$ cat src/rtl/serial_subtractor_if.sv
// Start/busy/done handshake bundle for the bit-serial subtractor.
// Defining SUB_OVERFLOW_EN adds the ovf result signal.
interface serial_subtractor_if #(
    parameter int unsigned WIDTH = 4
) ();
    logic             start;
    logic [WIDTH-1:0] a;
    logic [WIDTH-1:0] b;
    logic             bi;
    logic             busy;
    logic             done;
    logic [WIDTH-1:0] d;
    logic             bo;
`ifdef SUB_OVERFLOW_EN
    logic             ovf;
`endif

    modport master (
        output start, a, b, bi,
        input  busy, done, d, bo
`ifdef SUB_OVERFLOW_EN
        , input ovf
`endif
    );

    modport slave (
        input  start, a, b, bi,
        output busy, done, d, bo
`ifdef SUB_OVERFLOW_EN
        , output ovf
`endif
    );
endinterface

$ cat src/rtl/serial_subtractor.sv
// Bit-serial subtractor D = A - B - BI, LSB first, one bit per clock.
// Optional macro SUB_OVERFLOW_EN adds a two's-complement overflow flag.
module serial_subtractor #(
    parameter int unsigned WIDTH = 4
) (
    input  logic                clk,
    input  logic                rst,
    serial_subtractor_if.slave  sub_if
);
    localparam int unsigned CntW = $clog2(WIDTH);
    localparam logic [CntW-1:0] LastCnt = CntW'(WIDTH - 1);

    typedef enum logic [1:0] {StIdle, StSub, StDone} state_e;

    state_e           state_q, state_d;
    logic [WIDTH-1:0] a_q, a_d, b_q, b_d, r_q, r_d, d_q, d_d;
    logic             br_q, br_d, bo_q, bo_d;
    logic [CntW-1:0]  cnt_q, cnt_d;
    logic             diff, br_next;
`ifdef SUB_OVERFLOW_EN
    // Operand sign bits are shifted out of a_q/b_q, so keep copies.
    logic             a_msb_q, a_msb_d, b_msb_q, b_msb_d, ovf_q, ovf_d;
`endif

    always_comb begin
        diff    = a_q[0] ^ b_q[0] ^ br_q;
        br_next = (~a_q[0] & b_q[0]) | (~(a_q[0] ^ b_q[0]) & br_q);

        state_d = state_q;
        a_d     = a_q;
        b_d     = b_q;
        r_d     = r_q;
        d_d     = d_q;
        br_d    = br_q;
        bo_d    = bo_q;
        cnt_d   = cnt_q;
`ifdef SUB_OVERFLOW_EN
        a_msb_d = a_msb_q;
        b_msb_d = b_msb_q;
        ovf_d   = ovf_q;
`endif

        unique case (state_q)
            StIdle: begin
                if (sub_if.start) begin
                    a_d     = sub_if.a;
                    b_d     = sub_if.b;
                    br_d    = sub_if.bi;
                    cnt_d   = '0;
`ifdef SUB_OVERFLOW_EN
                    a_msb_d = sub_if.a[WIDTH-1];
                    b_msb_d = sub_if.b[WIDTH-1];
`endif
                    state_d = StSub;
                end
            end
            StSub: begin
                a_d   = a_q >> 1;
                b_d   = b_q >> 1;
                r_d   = {diff, r_q[WIDTH-1:1]};
                br_d  = br_next;
                cnt_d = cnt_q + 1'b1;
                if (cnt_q == LastCnt) begin
                    d_d     = {diff, r_q[WIDTH-1:1]};
                    bo_d    = br_next;
`ifdef SUB_OVERFLOW_EN
                    // diff is the result MSB on the final bit.
                    ovf_d   = (a_msb_q ^ b_msb_q) & (diff ^ a_msb_q);
`endif
                    state_d = StDone;
                end
            end
            StDone: state_d = StIdle;
            default: state_d = StIdle;
        endcase
    end

    always_ff @(posedge clk or posedge rst) begin
        if (rst) begin
            state_q <= StIdle;
            a_q     <= '0;
            b_q     <= '0;
            r_q     <= '0;
            d_q     <= '0;
            br_q    <= 1'b0;
            bo_q    <= 1'b0;
            cnt_q   <= '0;
`ifdef SUB_OVERFLOW_EN
            a_msb_q <= 1'b0;
            b_msb_q <= 1'b0;
            ovf_q   <= 1'b0;
`endif
        end else begin
            state_q <= state_d;
            a_q     <= a_d;
            b_q     <= b_d;
            r_q     <= r_d;
            d_q     <= d_d;
            br_q    <= br_d;
            bo_q    <= bo_d;
            cnt_q   <= cnt_d;
`ifdef SUB_OVERFLOW_EN
            a_msb_q <= a_msb_d;
            b_msb_q <= b_msb_d;
            ovf_q   <= ovf_d;
`endif
        end
    end

    assign sub_if.busy = (state_q == StSub);
    assign sub_if.done = (state_q == StDone);
    assign sub_if.d    = d_q;
    assign sub_if.bo   = bo_q;
`ifdef SUB_OVERFLOW_EN
    assign sub_if.ovf  = ovf_q;
`endif
endmodule
$ cat src/flat_wrapper.sv
// flat-port wrapper written by rule: the top's interface ports become plain ports
module serial_subtractor_flat 
#(
    parameter int unsigned WIDTH = 4
)
  (clk, rst, sub_if_start, sub_if_a, sub_if_b, sub_if_bi, sub_if_busy, sub_if_done, sub_if_d, sub_if_bo);
  serial_subtractor_if #(.WIDTH(WIDTH)) sub_if_i ();
  input  logic clk;
  input  logic rst;
  input wire logic [$bits(sub_if_i.start)-1:0] sub_if_start;
  input wire logic [$bits(sub_if_i.a)-1:0] sub_if_a;
  input wire logic [$bits(sub_if_i.b)-1:0] sub_if_b;
  input wire logic [$bits(sub_if_i.bi)-1:0] sub_if_bi;
  output wire logic [$bits(sub_if_i.busy)-1:0] sub_if_busy;
  output wire logic [$bits(sub_if_i.done)-1:0] sub_if_done;
  output wire logic [$bits(sub_if_i.d)-1:0] sub_if_d;
  output wire logic [$bits(sub_if_i.bo)-1:0] sub_if_bo;
  assign sub_if_i.start = sub_if_start;
  assign sub_if_i.a = sub_if_a;
  assign sub_if_i.b = sub_if_b;
  assign sub_if_i.bi = sub_if_bi;
  assign sub_if_busy = sub_if_i.busy;
  assign sub_if_done = sub_if_i.done;
  assign sub_if_d = sub_if_i.d;
  assign sub_if_bo = sub_if_i.bo;
  serial_subtractor #(.WIDTH(WIDTH)) u_core (.clk(clk), .rst(rst), .sub_if(sub_if_i));
endmodule
$ cat config.mk
export PLATFORM = sky130hd
export DESIGN_NAME = serial_subtractor_flat
export DESIGN_NICKNAME = d
export VERILOG_FILES = /design/src/rtl/serial_subtractor_if.sv /design/src/rtl/serial_subtractor.sv /design/src/flat_wrapper.sv
export SDC_FILE = /design/constraint.sdc
export NUM_CORES = 1
export LEC_CHECK = 0
export ABC_CLOCK_PERIOD_IN_PS = 1500
export BUFFER_PORTS_ARGS = -buffer_cell sky130_fd_sc_hd__clkbuf_2
export CAP_MARGIN = 10
export CORE_AREA = 3 3 48 50
export DETAILED_ROUTE_END_ITERATION = 10
export DIE_AREA = 0 0 51 53
export PLACE_DENSITY = 0.75
export SETUP_SLACK_MARGIN = 0.2
export SLEW_MARGIN = 20
export SYNTH_ARGS = -nofsm -noshare
export SYNTH_HDL_FRONTEND = slang
export SYNTH_SLANG_ARGS = --single-unit
$ cat constraint.sdc
create_clock -name clk -period 1.5 [get_ports clk]
set_input_delay 0.075 -clock clk [delete_from_list [all_inputs] [get_ports clk]]
set_output_delay 0.075 -clock clk [all_outputs]
set_load 0.01 [all_outputs]
==> impl_metrics.yaml, run 1 <==
worst_setup_path:
  critPathMaxStageDelay_ns: 0.50
  slowest_stage: "fa_1"
  crit_chain: "inv_2 -> fa_1 -> mux2_2"
  path_max_fanout: 2
  arrival_ns: 1.48
  required_ns: 1.69
  critPathLaunchType: "flip-flop"
  cpLargestDelayFamily: "adder cells"
  critPathKind: "flip-flop to flip-flop"
  end_kind: "flip-flop"
  worst-path-buf-inv: 1
cts:
  tritoncts: "yes"
  cts.sinks: 21
  h-tree-depth: 1
  cts.path.max_buffers: 2
  cts-root-buf: "clkbuf_4"
  cts_buffers: 3
  cts.clk_slew.worst_paths_ns: 0.11
  worstSkewPairLatency_ns: 0.29
route:
  first_iter_violations: 9
  viasPerCell: 5.28
  drc: 0
  ant_nets: 0
  drt_wl_total_um: 1730
  vias: 687
  routedWlPerCell_um: 13.3
  first_pass_iters: 4
global_routing:
  grt-ovfl-total: 0
  grtUsageTotal_pct: 15.2
  grt_antenna_before_repair: 0
  grt_pass1_wl_um: 3000
  grt_max_degree: 22
  first_global_vias: 674
cells_and_area:
  drive_above_1_share_pct: 46.6
  fin_cells: 130
  final_util_pct: 62.8
  layout.nets: 118
  diodes: 0
  syn2layout_area_growth_pct: 20.0
logic_synthesis:
  synth_common_cells: "dfrtp_1 (21), inv_1 (10), mux2_2 (8)"
  syn_inst: 76
  ys_warn_count: 0
  synth_mux_area_share_pct: 9.85
  synthSimpleGateAreaFrac_pct: 13.3
  yosysSeqAreaShare_pct: 51.7
  avgSynthCellArea_um2: 13.4
  ys_types: 21
  synth_nets: 90
  synth_xor_area_share_pct: 0
  synth_top_family_by_area: "simple AND/OR/NAND/NOR gates"
  synth.top_cell.area_share_pct: 51.7
  syn_area_um2: 1020
  synthAdderAreaFrac_pct: 3.20
  synth_area_leader_cell: "dfrtp_1"
  synth_top_flop_cell: "dfrtp_1"
  synthTopCellsByArea: "dfrtp_1 (52%), mux2_2 (8.9%), nor4b_1 (6.0%), a221oi_2 (4.4%), buf_6 (4.4%)"
  ys_seq_elements: 21
  synth_edf_count: 0
  async_flop_share_pct: 100
  synth-compound-area-share_pct: 12.6
  yosysMostFrequentCell: "dfrtp_1"
floorplanning:
  rows: 16
  fp.dieW_um: 51
  coreArea_um2: 1940
  ios: 19
  die_area_um2: 2700
  start_util_pct: 52.3
  die_h_um: 53
sta:
  setup_viol: 0
  grt_setup_unrepaired: "yes"
  fin_crit_sh_pct: 86.2
  finalClockSkew_ns: 0.00480
  max_slew_margin_pct: 75.6
  drv_slew: 0
  tightest_slew_ns: 0.360
  tns_ns: 0
  finalWorstSetupSlack_ns: 0.206
  hold_viol: 0
  fmaxAchievable_mhz: 773
  fin_crit_ns: 1.29
pwr:
  total_leakage_power_nw: 0.588
  power_density_nw_per_um2: 2140
  power.total_mw: 2.61
  irDropWorstVdd_mv: 1.10
place:
  hpwl_um: 1200
  dp.cells: 119
  numPortBuffers: 18
  place_congestion: 0.713
  post-place-ws_ns: 0.176
hold_path:
  hold_path.class: "input port to flip-flop"
flow_run:
  max_cap_viol_count: 0
outcome:
  status: "finished, final reports clean"
## area by class of cell
class	instances	area [um^2]
fill	165	723
sequential	21	528
multi-input combinational	39	405
timing repair buffer	29	188
inverter	10	37.5
tap	27	33.8
clock buffer	4	26.3
## where the power goes
part           total, mW  leakage, nW  internal (mW)  switching, mW
sequential          1.02        0.249          0.851          0.174
clock              0.260       0.0150          0.103          0.157
combinational       1.32        0.324          0.726          0.594
## timing repair
| action | in CTS | in global routing |
|---|---|---|
| pin swaps | 1 | 1 |
| cloned | 0 | 0 |
| resized for setup | 3 | 5 |
| setup endpoints to repair | 9 | 9 |
| buffers inserted | 3 | 1 |
| hold endpoints to repair | 23 | 0 |
| hold buffers | 3 | 0 |
## cell families (layout without fill, tap and decap cells)
logic type,count (synthesis),after routing
DFF,21,21
and+or+nand+nor,16,16
buffers and inverters,16,43
AOI/OAI and AO/OA,12,12
muxes,9,9
adders and majority gates,2,2
## sequential cells by signal, summed over array words and instances, names as in the netlist
signal / count
u_core.b_q: 4
u_core.cnt_q: 2
u_core.a_q: 4
u_core.br_q: 1
u_core.state_q: 2
u_core.sub_if.d: 4
u_core.r_q: 3
u_core.sub_if.bo: 1
## cells in the final DEF (no fill, tap or decap), types with 2 or more instances in the layout
master,synthesis,layout
buf_4,1,7
nor2_1,3,3
mux2_2,8,7
inv_2,0,2
a221oi_2,3,4
dfrtp_1,21,19
nor3b_1,3,3
nor4b_1,7,7
clkbuf_2,0,18
inv_1,10,8
a22o_1,3,3
a211oi_1,2,2
dfrtp_2,0,2
dlygate4sd3_1,0,3
clkbuf_4,0,3
## tightest hold or removal path: stages
cell and delay [ns]:
clkbuf_2 0.08, nor4b_1 0.04, a221oi_2 0.16
## per-stage QoR
stage	instance area, um^2	hold WS [ns]
4_1_cts	1190	0.102
5_1_grt	1220	0.135
2_1_floorplan	1020	0.0515
3_5_place_dp	1110	0.108
3_3_place_gp	1110	0.0955
6_report	1220	0.112
## path summary, 6_finish.rpt
kind | startpoint | endpoint | slack, ns | cells past startpoint
setup / recovery | u_core.br_q$_DFFE_PP0P_ | u_core.sub_if.d[3]$_DFFE_PP0P_ | 0.21 | 3
hold / removal | sub_if_b[0] | u_core.b_q[0]$_DFFE_PP0P_ | 0.11 | 3
setup reg to reg | u_core.br_q$_DFFE_PP0P_ | u_core.sub_if.d[3]$_DFFE_PP0P_ | 0.21 | 3
hold reg to reg | u_core.sub_if.d[1]$_DFFE_PP0P_ | u_core.sub_if.d[1]$_DFFE_PP0P_ | 0.51 | 1
max in group asynchronous | rst | u_core.state_q[0]$_DFFE_PP0P_ | 0.94 | 4
min in group asynchronous | rst | u_core.sub_if.d[2]$_DFFE_PP0P_ | 0.33 | 4
## per-layer routing
metal  track usage, %  part of all wire (%)
met5                0                     0
met4             8.07                   1.1
met3             2.54                   5.1
met2             26.2                    50
met1             18.1                    43
Note: power is estimated with default switching activity, not from simulation.
==> run 2, diff against run 1 <==
--- a/config.mk
+++ b/config.mk
@@ -5,13 +5,15 @@
 export SDC_FILE = /design/constraint.sdc
 export NUM_CORES = 1
 export LEC_CHECK = 0
+export ABC_AREA = 1
 export ABC_CLOCK_PERIOD_IN_PS = 1500
-export BUFFER_PORTS_ARGS = -buffer_cell sky130_fd_sc_hd__clkbuf_2
 export CAP_MARGIN = 10
-export CORE_AREA = 3 3 48 50
+export CORE_AREA = 3 3 46 48
+export CTS_CLUSTER_SIZE = 24
 export DETAILED_ROUTE_END_ITERATION = 10
-export DIE_AREA = 0 0 51 53
-export PLACE_DENSITY = 0.75
+export DIE_AREA = 0 0 49 51
+export DONT_BUFFER_PORTS = 1
+export PLACE_DENSITY = 0.71
 export SETUP_SLACK_MARGIN = 0.2
 export SLEW_MARGIN = 20
 export SYNTH_ARGS = -nofsm -noshare
==> run 2 against run 1 <==
Net effect: critical path depth unchanged; die area is 7.5% lower; largest power group unchanged; first-iteration DRC count grew to 2.7 times the previous value; synthesized cell count grew 54%; non-clock buffer count is 19 lower; sequential power about the same; cell count rose by 18%; sequential share of layout area rose by 3.4 points; sequential cell count unchanged; maximum frequency up 5.9%; register-to-register slack better by 0.08 ns; combinational power decreased by 21%; critical endpoint is now sub_if_done.
==> impl_metrics.yaml, run 2 <==
floorplanning:
  rows: 15
  start_util_pct: 57.1
  ios: 19
  die_area_um2: 2500
  coreArea_um2: 1750
  die_h_um: 51
  fp.dieW_um: 49
global_routing:
  grt_pass1_wl_um: 3140
  grt-ovfl-total: 0
  grt_antenna_before_repair: 0
  first_global_vias: 747
  grtUsageTotal_pct: 16.5
  grt_max_degree: 22
sta:
  finalClockSkew_ns: 0.0103
  max_slew_margin_pct: 74.6
  grt_setup_unrepaired: "no"
  fin_crit_sh_pct: 81.4
  fin_hold_ws_ns: 0.00537
  setup_viol: 0
  tns_ns: 0
  drv_slew: 0
  fin_crit_ns: 1.22
  fmaxAchievable_mhz: 819
  tightest_slew_ns: 0.379
  hold_viol: 0
worst_setup_path:
  reg2reg_depth: 4
  rrSetupSlack_ns: 0.29
  required_ns: 1.42
  critPathMaxStageDelay_ns: 0.41
  path_max_fanout: 10
  arrival_ns: 1.15
  end_kind: "primary output"
  r2r_end: "u_core.sub_if.d[3]$_DFFE_PP0P_"
  startpoint: "u_core.state_q[1]$_DFFE_PP0P_"
  r2r_start: "u_core.b_q[0]$_DFFE_PP0P_"
  crit_chain: "inv_1 -> buf_4 -> nor2_1"
  slowest_stage: "dfrtp_1"
  critPathLaunchType: "flip-flop"
  critPathKind: "flip-flop to primary output"
place:
  placed_area_um2: 1030
  place_congestion: 0.795
  hpwl_um: 1300
  numPortBuffers: 0
logic_synthesis:
  avgSynthCellArea_um2: 8.52
  yosysSeqAreaShare_pct: 52.7
  async_flop_share_pct: 100
  ys_warn_count: 0
  synth_top_flop_cell: "dfrtp_1"
  synth_nets: 131
  synth_edf_count: 0
  syn_area_um2: 997
  ys_seq_elements: 21
  synthTopCellsByArea: "dfrtp_1 (53%), nand2_1 (14%), inv_1 (7.5%), nand3_1 (6.5%), nand2_4 (3.4%)"
  synth.top_cell.area_share_pct: 52.7
  synth_common_cells: "nand2_1 (38), dfrtp_1 (21), inv_1 (20)"
  syn_inst: 117
  synth_area_leader_cell: "dfrtp_1"
  ys_types: 18
  yosysMostFrequentCell: "nand2_1"
cts:
  h-tree-depth: 1
  cts.clk_slew.worst_paths_ns: 0.12
  cts_buffers: 3
  tritoncts: "yes"
  cts.path.max_buffers: 2
  cts-root-buf: "clkbuf_4"
  post_cts_buffers: 0
  worstSkewPairLatency_ns: 0.30
  cts.sinks: 21
route:
  drt_wl_total_um: 1790
  ant_nets: 0
  viasPerCell: 5.06
  first_iter_violations: 24
  m1WireLength_um: 756
  dr_wl_met3_um: 93
  first_pass_iters: 4
  wl_met2_um: 911
  drc: 0
  top_layer: "met4"
  vias: 774
  routedWlPerCell_um: 11.7
hold_path:
  hold_path_depth: 4
  holdCritStartpoint: "sub_if_a[1]"
  hold_path.class: "input port to flip-flop"
  hold_path_end: "u_core.a_q[1]$_DFFE_PP0P_"
cells_and_area:
  layout_commonest_cell: "nand2_1"
  syn2layout_area_growth_pct: 12.7
  fillers: 149
  layout.nets: 143
  final_util_pct: 64.4
  diodes: 0
  drive_above_1_share_pct: 9.38
  final_cell_mix: "nand2_1 (38), dfrtp_1 (21), inv_1 (20), nand3_1 (13), dlygate4sd3_1 (7)"
  stdcell_area_um2: 1120
pwr:
  power_density_nw_per_um2: 2070
  power.total_mw: 2.33
  irDropWorstVdd_mv: 1.05
  total_leakage_power_nw: 0.611
flow_run:
  max_cap_viol_count: 0
outcome:
  status: "finished, final reports clean"
==> run 2: cell count changes in the layout (fill, tap and decap cells not counted), sizes merged, moves of 3 or more <==
cell,before,now
inv,10,21
nand2,0,41
nor3b,3,0
dlygate4sd3,3,7
mux2,8,0
a22o,3,0
o21ai,0,9
nor4b,7,0
buf,8,3
a221oi,5,0
nand3,0,13
clkbuf,22,4
==> run 2: how the worst max path moves through the flow <==
stage	to	slack (ns)	cells after the start
4_1_cts	sub_if_done	0.27	3
6_report	sub_if_done	0.28	3
3_5_place_dp	u_core.r_q[3]$_DFFE_PP0P_	0.31	4
2_1_floorplan	u_core.r_q[3]$_DFFE_PP0P_	0.36	4
5_1_grt	u_core.sub_if.d[3]$_DFFE_PP0P_	0.20	4
3_3_place_gp	u_core.r_q[3]$_DFFE_PP0P_	0.31	4
==> run 2: timing repair <==
action                                 4_1_cts  5_1_grt
resized for setup                            0        1
setup endpoints to repair                    0        1
endpoints found under the hold margin       31        0
hold buffers                                 7        0
==> run 2: layout make-up <==
class                      instances  area, um^2  area share (%)
inverter                          21        78.8            7.02
timing repair buffer              10        92.6            8.24
clock buffer                       4        26.3            2.34
sequential                        21         526            46.8
multi-input combinational         72         369            32.9
tap                               25        31.3            2.78
==> run 2: per-stage QoR <==
stage / instances / worst slack (ns)
2_1_floorplan: 117 / 0.362
3_3_place_gp: 142 / 0.311
6_report: 153 / 0.278
5_1_grt: 153 / 0.205
4_1_cts: 153 / 0.273
3_5_place_dp: 142 / 0.311
==> run 2: power by group <==
group | switching [mW] | leakage, nW | total [mW] | internal (mW)
clock network | 0.161 | 0.0150 | 0.265 | 0.104
registers | 0.190 | 0.261 | 1.02 | 0.831
logic | 0.657 | 0.335 | 1.04 | 0.387
==> run 2: metal layers <==
layer,vias up,GRT usage [%]
li1,380,-
met1,362,19.0
met2,28,29.6
met3,4,3.50
met4,0,7.11
met5,-,0
==> run 2: cells by family after synthesis <==
group           after synthesis  synth area share, %
simple gates                 59                 27.1
buf+inv                      24                 10.3
flops                        21                 52.7
compound gates               11                 6.65
fa+ha+maj                     2                 3.26
==> run 2: critical path: cells and delay by family, from the launching register on <==
kind                   cells  cell delay (ns)
DFF                        1             0.41
buffers and inverters      2             0.25
and+or+nand+nor            1             0.19
==> run 3, diff against run 2 <==
--- a/config.mk
+++ b/config.mk
@@ -5,15 +5,15 @@
 export SDC_FILE = /design/constraint.sdc
 export NUM_CORES = 1
 export LEC_CHECK = 0
-export ABC_AREA = 1
-export ABC_CLOCK_PERIOD_IN_PS = 1500
+export ABC_AREA = 0
+export ABC_CLOCK_PERIOD_IN_PS = 1200
 export CAP_MARGIN = 10
 export CORE_AREA = 3 3 46 48
 export CTS_CLUSTER_SIZE = 24
 export DETAILED_ROUTE_END_ITERATION = 10
 export DIE_AREA = 0 0 49 51
 export DONT_BUFFER_PORTS = 1
-export PLACE_DENSITY = 0.71
+export PLACE_DENSITY = 0.72
 export SETUP_SLACK_MARGIN = 0.2
 export SLEW_MARGIN = 20
 export SYNTH_ARGS = -nofsm -noshare
==> constraint.sdc (replaced) <==
create_clock -name clk -period 1.2 [get_ports clk]
set_input_delay 0.06 -clock clk [delete_from_list [all_inputs] [get_ports clk]]
set_output_delay 0.06 -clock clk [all_outputs]
set_load 0.01 [all_outputs]
==> run 3 against run 2 <==
Net effect: the run now ends with hold timing, setup timing left; die area is the same; first-iteration DRC count fell by 75%; global-route usage increased by 3.1 points; utilization increased by 24 points; non-clock buffer count rose by 24; via count is 6.5% lower; critical path depth is the same; register-to-register slack got worse by 0.39 ns; clock power rose by 31%; combinational power is 150% higher; wire length grew 46%; critical path type unchanged; critical endpoint is now sub_if_busy; largest power group unchanged.
==> impl_metrics.yaml, run 3 (synthesis results as in run 1) <==
floorplanning:
  ios: 19
  fp.dieW_um: 49
  die_h_um: 51
  start_util_pct: 58.2
  die_area_um2: 2500
  coreArea_um2: 1750
  rows: 15
sta:
  fmaxAchievable_mhz: 758
  max_slew_margin_pct: 82.5
  setup_viol: 12
  drv_slew: 0
  finalClockSkew_ns: 0.00609
  grt_setup_unrepaired: "yes"
  fin_crit_ns: 1.32
  fin_hold_ws_ns: -0.00433
  hold_viol: 1
  fin_crit_sh_pct: 110
  tightest_slew_ns: 0.261
  finalWorstSetupSlack_ns: -0.119
global_routing:
  grt_antenna_before_repair: 0
  grt_max_degree: 22
  grtUsageTotal_pct: 19.6
  first_global_vias: 770
  grt_pass1_wl_um: 3710
  grt-ovfl-total: 0
cells_and_area:
  final_cell_mix: "dfrtp_1 (19), buf_4 (15), inv_1 (8), dlygate4sd3_1 (8)"
  layout_commonest_cell: "dfrtp_1"
  multi_input_area_um2: 581
  fillers: 79
  final_util_pct: 88.8
  diodes: 0
  syn2layout_area_growth_pct: 52.6
  seqCellArea_um2: 528
  layout.nets: 124
  drive_above_1_share_pct: 60.6
cts:
  h-tree-depth: 1
  cts.sinks: 21
  cts-root-buf: "clkbuf_4"
  cts.path.max_buffers: 2
  cts_buffers: 3
  cts.clk_slew.worst_paths_ns: 0.12
  worstSkewPairLatency_ns: 0.31
  tritoncts: "yes"
pwr:
  irDropWorstVdd_mv: 1.84
  power_density_nw_per_um2: 2760
  power.total_mw: 4.28
  total_leakage_power_nw: 0.703
worst_setup_path:
  critPathLaunchType: "flip-flop"
  end_kind: "primary output"
  reg2reg_depth: 3
  path_max_fanout: 5
  arrival_ns: 1.26
  critPathKind: "flip-flop to primary output"
  required_ns: 1.14
place:
  numPortBuffers: 0
  place_congestion: 0.749
  hpwl_um: 1420
  post-place-ws_ns: -0.0782
route:
  routedWlPerCell_um: 19.5
  wl_met2_um: 1360
  first_iter_violations: 6
  first_pass_iters: 4
  dr_wl_met3_um: 102
  top_layer: "met4"
  ant_nets: 0
  vias: 724
  m1WireLength_um: 1130
  drt_wl_total_um: 2610
  drc: 0
  viasPerCell: 5.40
flow_run:
  max_cap_viol_count: 0
hold_path:
  hold_path_depth: 2
  hold_path.class: "input port to flip-flop"
outcome:
  status: "finished, violations left"
  violations: "hold timing, setup timing"
[run 3: routing by layer]
metal  vias up  GRT usage [%]
met5         -              0
met4         0           5.69
met3         2           4.96
met2        16           35.3
met1       368           23.2
li1        338              -
[run 3: worst max-delay path, cell delays in order, from the launching register on]
cell	delay, ns
dfrtp_2	0.47
buf_12	0.14
nor2b_4	0.19
buf_6	0.14
[run 3: final cells by class]
type | instances | share of cell area, %
Clock inverter | 1 | 0.323
Tap cell | 25 | 2.02
Sequential cell | 21 | 34.1
Timing Repair Buffer | 34 | 22.3
Clock buffer | 3 | 1.45
Multi-Input combinational cell | 40 | 37.4
Inverter | 10 | 2.42
[run 3: through the flow]
| step | TNS (ns) | cell area (um^2) | hold slack (ns) | std cells |
|---|---|---|---|---|
| finish | -0.743 | 1550 | -0.00433 | 134 |
| CTS | -0.586 | 1420 | 0.00314 | 123 |
| detailed placement | -0.191 | 1220 | -0.00234 | 106 |
| global placement | -0.108 | 1220 | -0.00540 | 106 |
| global route | -1.11 | 1550 | -0.0142 | 134 |
| floorplan | -0.0535 | 1160 | 0.0365 | 76 |
[run 3: repair_timing]
action | CTS | global route
setup buffers | 5 | 10
cloned | 0 | 1
gates resized for setup | 13 | 9
hold buffers | 8 | 0
hold endpoints to repair | 28 | 0
endpoints found under the setup margin | 22 | 23
pin swaps | 7 | 4
[run 3: final timing paths]
kind	start	to	slack, ns
max in group asynchronous	rst	u_core.state_q[0]$_DFFE_PP0P_	0.75
min in group asynchronous	rst	u_core.cnt_q[0]$_DFFE_PP0P_	0.22
min	sub_if_a[0]	u_core.a_q[0]$_DFFE_PP0P_	-0.004
max	u_core.state_q[1]$_DFFE_PP0P_	sub_if_busy	-0.12
max reg2reg	u_core.br_q$_DFFE_PP0P_	u_core.sub_if.d[3]$_DFFE_PP0P_	-0.10
min reg2reg	u_core.b_q[3]$_DFFE_PP0P_	u_core.b_q[3]$_DFFE_PP0P_	0.53
[run 3: power breakdown]
part | switching (mW) | internal, mW
sequential | 0.325 | 1.06
clock | 0.222 | 0.124
combinational | 1.06 | 1.49
